`src/rtl/fir_pkg.sv`:
```
// Shared types and constants for the FIR coefficient loader.
// Holds the sequencer states, widths and the tap-count clamp.
package fir_pkg;

  localparam int P_DATA_W    = 16;
  localparam int P_ADDR_W    = 6;
  localparam int P_MAX_COEFF = 16;

  localparam logic [P_ADDR_W-1:0] C_MAX_N =
    P_ADDR_W'(P_MAX_COEFF);

  typedef enum logic [2:0] {
    S_IDLE,
    S_ABORT,
    S_PREP,
    S_WRITE,
    S_WEND,
    S_RUN,
    S_SWEEP
  } state_t;

  typedef struct packed {
    logic flag;
    logic csn;
    logic wrn;
  } ram_cmd_t;

  localparam ram_cmd_t CMD_IDLE  = 3'b011;
  localparam ram_cmd_t CMD_ABORT = 3'b110;
  localparam ram_cmd_t CMD_WRITE = 3'b100;
  localparam ram_cmd_t CMD_READ  = 3'b001;

  // Controller command lines implied by the state being entered.
  function automatic ram_cmd_t cmd_of(input state_t s);
    ram_cmd_t c;
    case (s)
      S_ABORT:         c = CMD_ABORT;
      S_PREP, S_WRITE: c = CMD_WRITE;
      S_SWEEP:         c = CMD_READ;
      default:         c = CMD_IDLE;
    endcase
    return c;
  endfunction

  function automatic logic [P_ADDR_W-1:0] clamp_n(
    input logic [P_ADDR_W-1:0] n
  );
    return (n > C_MAX_N) ? C_MAX_N : n;
  endfunction

endpackage

```
`src/rtl/fir_coeff_loader.sv`:
```
// Coefficient load and per-sample read sweep sequencer that drives
// the transposed-FIR controller RAM command port.
module fir_coeff_loader
  import fir_pkg::*;
(
  input  logic                       iClk_12M,
  input  logic                       iRsn,
  input  logic                       iLoadStart,
  input  logic [P_ADDR_W-1:0]        iNumOfCoeff,
  input  logic                       iCoeffValid,
  input  logic signed [P_DATA_W-1:0] iCoeffData,
  output logic                       oCoeffReady,
  input  logic                       iSampleValid,
  output logic                       oCoeffiUpdateFlag,
  output logic                       oCsnRam,
  output logic                       oWrnRam,
  output logic [P_ADDR_W-1:0]        oAddrRam,
  output logic signed [P_DATA_W-1:0] oWrDtRam,
  output logic [P_ADDR_W-1:0]        oNumOfCoeff,
  output logic                       oLoadDone,
  output logic                       oLoadErr,
  output logic                       oSweepActive,
  output logic                       oOverrun
);

  state_t                     r_state;
  ram_cmd_t                   r_cmd;
  logic [P_ADDR_W-1:0]        r_cnt;
  logic [P_ADDR_W-1:0]        r_n;
  logic [P_ADDR_W-1:0]        r_addr;
  logic signed [P_DATA_W-1:0] r_data;
  logic                       r_arm;
  logic                       r_pend;
  logic                       r_ovr;
  logic                       r_ready;
  logic                       r_done;
  logic                       r_err;
  logic                       r_sweep;

  state_t                     w_state;
  logic [P_ADDR_W-1:0]        w_cnt;
  logic [P_ADDR_W-1:0]        w_n;
  logic [P_ADDR_W-1:0]        w_addr;
  logic signed [P_DATA_W-1:0] w_data;
  logic                       w_arm;
  logic                       w_pend;
  logic                       w_ovr;
  logic                       w_done;
  logic                       w_err;
  logic                       w_start_ok;
  logic                       w_start_bad;
  logic                       w_last;
  logic                       w_beat;

  assign w_start_ok  = iLoadStart && (iNumOfCoeff != '0);
  assign w_start_bad = iLoadStart && (iNumOfCoeff == '0);
  assign w_last      = (r_cnt == r_n - 1'b1);
  assign w_beat      = r_ready && iCoeffValid;

  always_comb begin
    w_state = r_state;
    w_cnt   = r_cnt;
    w_n     = r_n;
    w_addr  = r_addr;
    w_data  = r_data;
    w_arm   = r_arm;
    w_pend  = r_pend;
    w_ovr   = r_ovr;
    w_done  = 1'b0;
    w_err   = 1'b0;
    unique case (r_state)
      S_IDLE: begin
        w_err = w_start_bad;
        if (w_start_ok) begin
          w_state = S_ABORT;
          w_n     = clamp_n(iNumOfCoeff);
        end
      end
      S_ABORT: begin
        w_state = S_PREP;
        w_addr  = '0;
        w_cnt   = '0;
      end
      S_PREP: w_state = S_WRITE;
      S_WRITE: begin
        if (w_beat) begin
          w_addr = r_cnt;
          w_data = iCoeffData;
          if (w_last) begin
            w_state = S_WEND;
            w_done  = 1'b1;
          end else begin
            w_cnt = r_cnt + 1'b1;
          end
        end
      end
      S_WEND: begin
        w_state = S_RUN;
        w_data  = '0;
      end
      S_RUN: begin
        w_err = w_start_bad;
        if (w_start_ok) begin
          w_state = S_ABORT;
          w_n     = clamp_n(iNumOfCoeff);
          w_pend  = 1'b0;
          w_ovr   = 1'b0;
        end else if (iSampleValid || r_pend) begin
          w_state = S_SWEEP;
          w_cnt   = '0;
          w_addr  = '0;
          w_arm   = 1'b1;
          w_pend  = r_pend && iSampleValid;
        end
      end
      S_SWEEP: begin
        w_err = w_start_bad;
        if (w_start_ok) begin
          w_state = S_ABORT;
          w_n     = clamp_n(iNumOfCoeff);
          w_pend  = 1'b0;
          w_ovr   = 1'b0;
          w_arm   = 1'b0;
        end else begin
          if (iSampleValid) begin
            if (r_pend) w_ovr  = 1'b1;
            else        w_pend = 1'b1;
          end
          // First sweep cycle only lets the controller catch up.
          if (r_arm) begin
            w_arm = 1'b0;
          end else if (w_last) begin
            w_state = S_RUN;
          end else begin
            w_cnt  = r_cnt + 1'b1;
            w_addr = r_cnt + 1'b1;
          end
        end
      end
      default: w_state = S_IDLE;
    endcase
  end

  always_ff @(posedge iClk_12M or negedge iRsn) begin
    if (!iRsn) begin
      r_state <= S_IDLE;
      r_cmd   <= CMD_IDLE;
      r_cnt   <= '0;
      r_n     <= '0;
      r_addr  <= '0;
      r_data  <= '0;
      r_arm   <= 1'b0;
      r_pend  <= 1'b0;
      r_ovr   <= 1'b0;
      r_ready <= 1'b0;
      r_done  <= 1'b0;
      r_err   <= 1'b0;
      r_sweep <= 1'b0;
    end else begin
      r_state <= w_state;
      r_cmd   <= cmd_of(w_state);
      r_cnt   <= w_cnt;
      r_n     <= w_n;
      r_addr  <= w_addr;
      r_data  <= w_data;
      r_arm   <= w_arm;
      r_pend  <= w_pend;
      r_ovr   <= w_ovr;
      r_ready <= (w_state == S_WRITE);
      r_done  <= w_done;
      r_err   <= w_err;
      r_sweep <= (w_state == S_SWEEP);
    end
  end

  assign oCoeffiUpdateFlag = r_cmd.flag;
  assign oCsnRam           = r_cmd.csn;
  assign oWrnRam           = r_cmd.wrn;
  assign oAddrRam          = r_addr;
  assign oWrDtRam          = r_data;
  assign oNumOfCoeff       = r_n;
  assign oCoeffReady       = r_ready;
  assign oLoadDone         = r_done;
  assign oLoadErr          = r_err;
  assign oSweepActive      = r_sweep;
  assign oOverrun          = r_ovr;

endmodule

```
`config.mk`:
```
export PLATFORM = sky130hd
export DESIGN_NAME = fir_coeff_loader
export DESIGN_NICKNAME = d
export VERILOG_FILES = /design/src/rtl/fir_pkg.sv /design/src/rtl/fir_coeff_loader.sv
export SDC_FILE = /design/constraint.sdc
export NUM_CORES = 1
export LEC_CHECK = 0
export CAP_MARGIN = 15
export CORE_MARGIN = 2
export CORE_UTILIZATION = 43
export DETAILED_ROUTE_END_ITERATION = 7
export PLACE_DENSITY_LB_ADDON = 0.12
export SYNTH_ARGS = -nofsm -noshare
export SYNTH_HDL_FRONTEND = slang
export SYNTH_SLANG_ARGS = --single-unit
```
`constraint.sdc`:
```
create_clock -name iClk_12M -period 2.4 [get_ports iClk_12M]
set_input_delay 0.6 -clock iClk_12M [delete_from_list [all_inputs] [get_ports iClk_12M]]
set_output_delay 0.6 -clock iClk_12M [all_outputs]
set_load 0.02 [all_outputs]
```
==> impl_results.md <==
- Routability cong.: 0.885
- Multiplexer share of the synthesized area: 0.0261
- Hold Slack: 0.284 ns
- Drt pass-1 iters: 4
- Delay-heaviest family, CP: simple AND/OR/NAND/NOR gates
- Worst Reg-to-Reg Cells: 10
- CTS tree: yes
- Antenna Cells: 0
- Clock tree buffer depth: 2
- Slowest stage cell, crit path: dfrtp_2
- Internal Dissipation: 0.00268 W
- Setup ws final: -0.100 ns
- Synth Area in XOR/XNOR: 0.0336
- Status: complete, but fails checks
- Mean post-synth cell area: 10.2 µm²
- Synth area leaders: dfrtp_1 (48%), a22o_1 (6.4%), a21oi_1 (4.5%)
- Core area: 5170 µm²
- DP HPWL: 4.19 mm
- CTS HTree Levels: 2
- Netlist cell types: 46
- Initial antenna violation count: 0
- Max Clock Freq: 400 MHz
- Leakage power: 1.51 nW
- Top FF cell, synth: dfrtp_1
- Core Rows: 26
- Tot Pwr: 0.00452 W
- Post-synth top area share: 0.480
- Dpl ws: -0.465 ns
- Part of the power in registers: 0.303
- Synth Area in Adders: 0.0107
- Actual slew at the worst max-slew pin: 0.671 ns
- GRT Total Usage: 0.201
- PD cells: 1280 nW/µm²
- Io pins: 63
- RSZ-0062 raised after global routing: true
- Post-synth EDFFs: 0
- Max-slew headroom: 0.553
- Violated checks: negative setup slack
- Largest net degree at the start of global routing: 26
- Fillers: 407
- Yosys warns: 0
- Crit Reg-Reg Startpoint: oNumOfCoeff[1]
- Final hold vios: 0
- Reg2reg end: oNumOfCoeff[2]
- Critical path fanouts, max: 6
- Die Height: 77.8 µm
- Crit-path cells: inv_2, ha_4, or3b_4, a211oi_2, and4_4, a31oi_4, a311oi_4, nor3b_4, buf_6, mux2i_1
- Total global routing overflow: 0
- Largest family of logic cells by synthesized area: compound AO/OA/AOI/OAI gates
- Post-synth top cells: dfrtp_1 (45), a21oi_1 (21), nor2_1 (21)
- CTS Root Cell: clkbuf_8
- Drt total wl: 6.04 mm
- Initial Util: 0.453
- Ratio of cells with drive above 1 in the final layout: 0.254
- 1st-iter DRT viols: 92
- Setup TNS: -0.589 ns
- Fraction of registers with async set/reset: 1.00
- Yosys reg bits: 47
- Clk pwr share: 0.112
- Mapped Cells: 229
- Psw: 0.00184 W
- Maxcap violations: 0
- Max-slew violation count: 0
- Area Growth Syn to Fin: 51.1%
- Register area share after synthesis: 0.503
- Maximum VDD drop: 0.705 mV
- Synthesized cell area: 2340 µm²
- Via total after detailed routing: 2,077
- Multi-input gate area: 1210 µm²
- CP required: 2.62 ns
- # nets final: 355
- Clock latency at the later pin of the worst-skew pair: 0.30 ns
- Largest stage delay, worst path: 0.43 ns
- Clock skew: 0.00975 ns
- Crit Path Class: reg2reg
- Setup slack on the worst flop-to-flop path: -0.10 ns
- Biggest area consumer among synthesized cells: dfrtp_1
- Endpoints failing setup: 11
- Fin crit share: 1.04
- Critical Path AT: 2.72 ns
- DR WL/cell: 15.2 µm
- Clock transition at path regs: 0.09 ns
- Reg area: 1180 µm²
- Via density: 5.23
- Compound-Gate Fraction of Synth Area: 0.239
- Drc violations: 0
- Most numerous cell in the Yosys netlist: dfrtp_1
- Worst hold path type: in2async
- Clock sinks: 47
- Synth Area in Simple Gates: 0.149
- Cts-stage hold buffer count: 0
- Syn Nets: 258
- First-pass GRT wire length: 9.72 mm
- Die footprint: 6060 µm²
- Die X: 77.8 µm
- Worst setup SP type: flip-flop
- Switch share: 0.408
- Combinational Power Share: 0.585
- Vias in the first global route: 2,155
- CTS buffer count: 5
- Crit path buf inv count: 2
- Final min period: 2.50 ns
- Crit path capture type: flip-flop
- Port bufs: 62
- Detail Route Antenna Nets: 0
[flip-flops by register name (all words and copies together) (netlist names), 3 cells and up]
name / flops
oWrDtRam: 16
r_state: 3
r_cnt: 6
oNumOfCoeff: 6
oAddrRam: 6
[worst reg2reg max path, stage by stage (launching register included)]
cell      delay (ns)
dfrtp_2         0.43
inv_2           0.09
ha_4            0.14
or3b_4          0.37
a211oi_2        0.18
and4_4          0.30
a31oi_4         0.10
a311oi_4        0.22
nor3b_4         0.24
buf_6           0.16
mux2i_1         0.19
[per-layer routing]
metal / vias to the layer above / share of wire / track usage
met1: 991 / 0.44 / 0.261
met5: - / 0 / 0
li1: 1019 / - / -
met3: 8 / 0.050 / 0.0535
met4: 0 / 0.018 / 0.0786
met2: 59 / 0.49 / 0.321
[worst max-delay path by stage]
stage / end / startpoint / depth (start not counted) / slack [ns]
global route: oNumOfCoeff[4] / oNumOfCoeff[1] / 10 / -0.24
floorplan: oNumOfCoeff[0] / oNumOfCoeff[0] / 9 / -0.13
detailed placement: oNumOfCoeff[2] / iNumOfCoeff[0] / 11 / -0.47
global placement: oNumOfCoeff[0] / iNumOfCoeff[0] / 11 / -0.41
finish: oNumOfCoeff[2] / oNumOfCoeff[1] / 10 / -0.10
CTS: oNumOfCoeff[2] / oNumOfCoeff[1] / 10 / -0.1
[placed cells by master, fill, tap and decap left out, types with 6 or more instances in the layout]
cell type        count
clkdlybuf4s50_1     61
dfrtp_1             43
buf_4               30
nor2_1              20
a22o_1              17
a21oi_1             16
nand2_1             13
inv_1               11
o21ai_0              9
nand3_1              7
clkbuf_8             6
[through the flow]
step / cells / utilization / area [µm²]
CTS: 392 / 0.663 / 3430
detailed placement: 382 / 0.635 / 3290
floorplan: 229 / - / 2390
finish: 397 / 0.685 / 3540
global placement: 382 / 0.635 / 3290
global route: 397 / 0.685 / 3540
[timing repair]
item	CTS	global route
endpoints found under the setup margin	18	19
gates resized for setup	7	19
pin swaps	3	4
gates cloned	0	2
buffers inserted	2	3
[cell type report]
class | instances | share of cell area
multi-input combinational | 160 | 0.341
sequential | 47 | 0.333
timing repair buffer | 99 | 0.260
tap | 70 | 0.0247
clock buffer | 7 | 0.0244
inverter | 13 | 0.0138
clock inverter | 1 | 0.00247
[power by group through the flow]
stage                     combinational, W  clock (W)  sequential [W]
after floorplan                    0.00114          0         0.00159
after global placement             0.00232          0         0.00136
after detailed placement           0.00237          0         0.00136
after CTS                          0.00246   0.000524         0.00136
after global routing               0.00285   0.000548         0.00141
final                              0.00265   0.000509         0.00137
[logic make-up after synthesis]
logic type      Yosys count
compound gates           76
xor+xnor                  9
fa+ha+maj                 2
buf+inv                  23
flops                    47
mux                       6
simple gates             66
(Power assumes the default switching activity.)
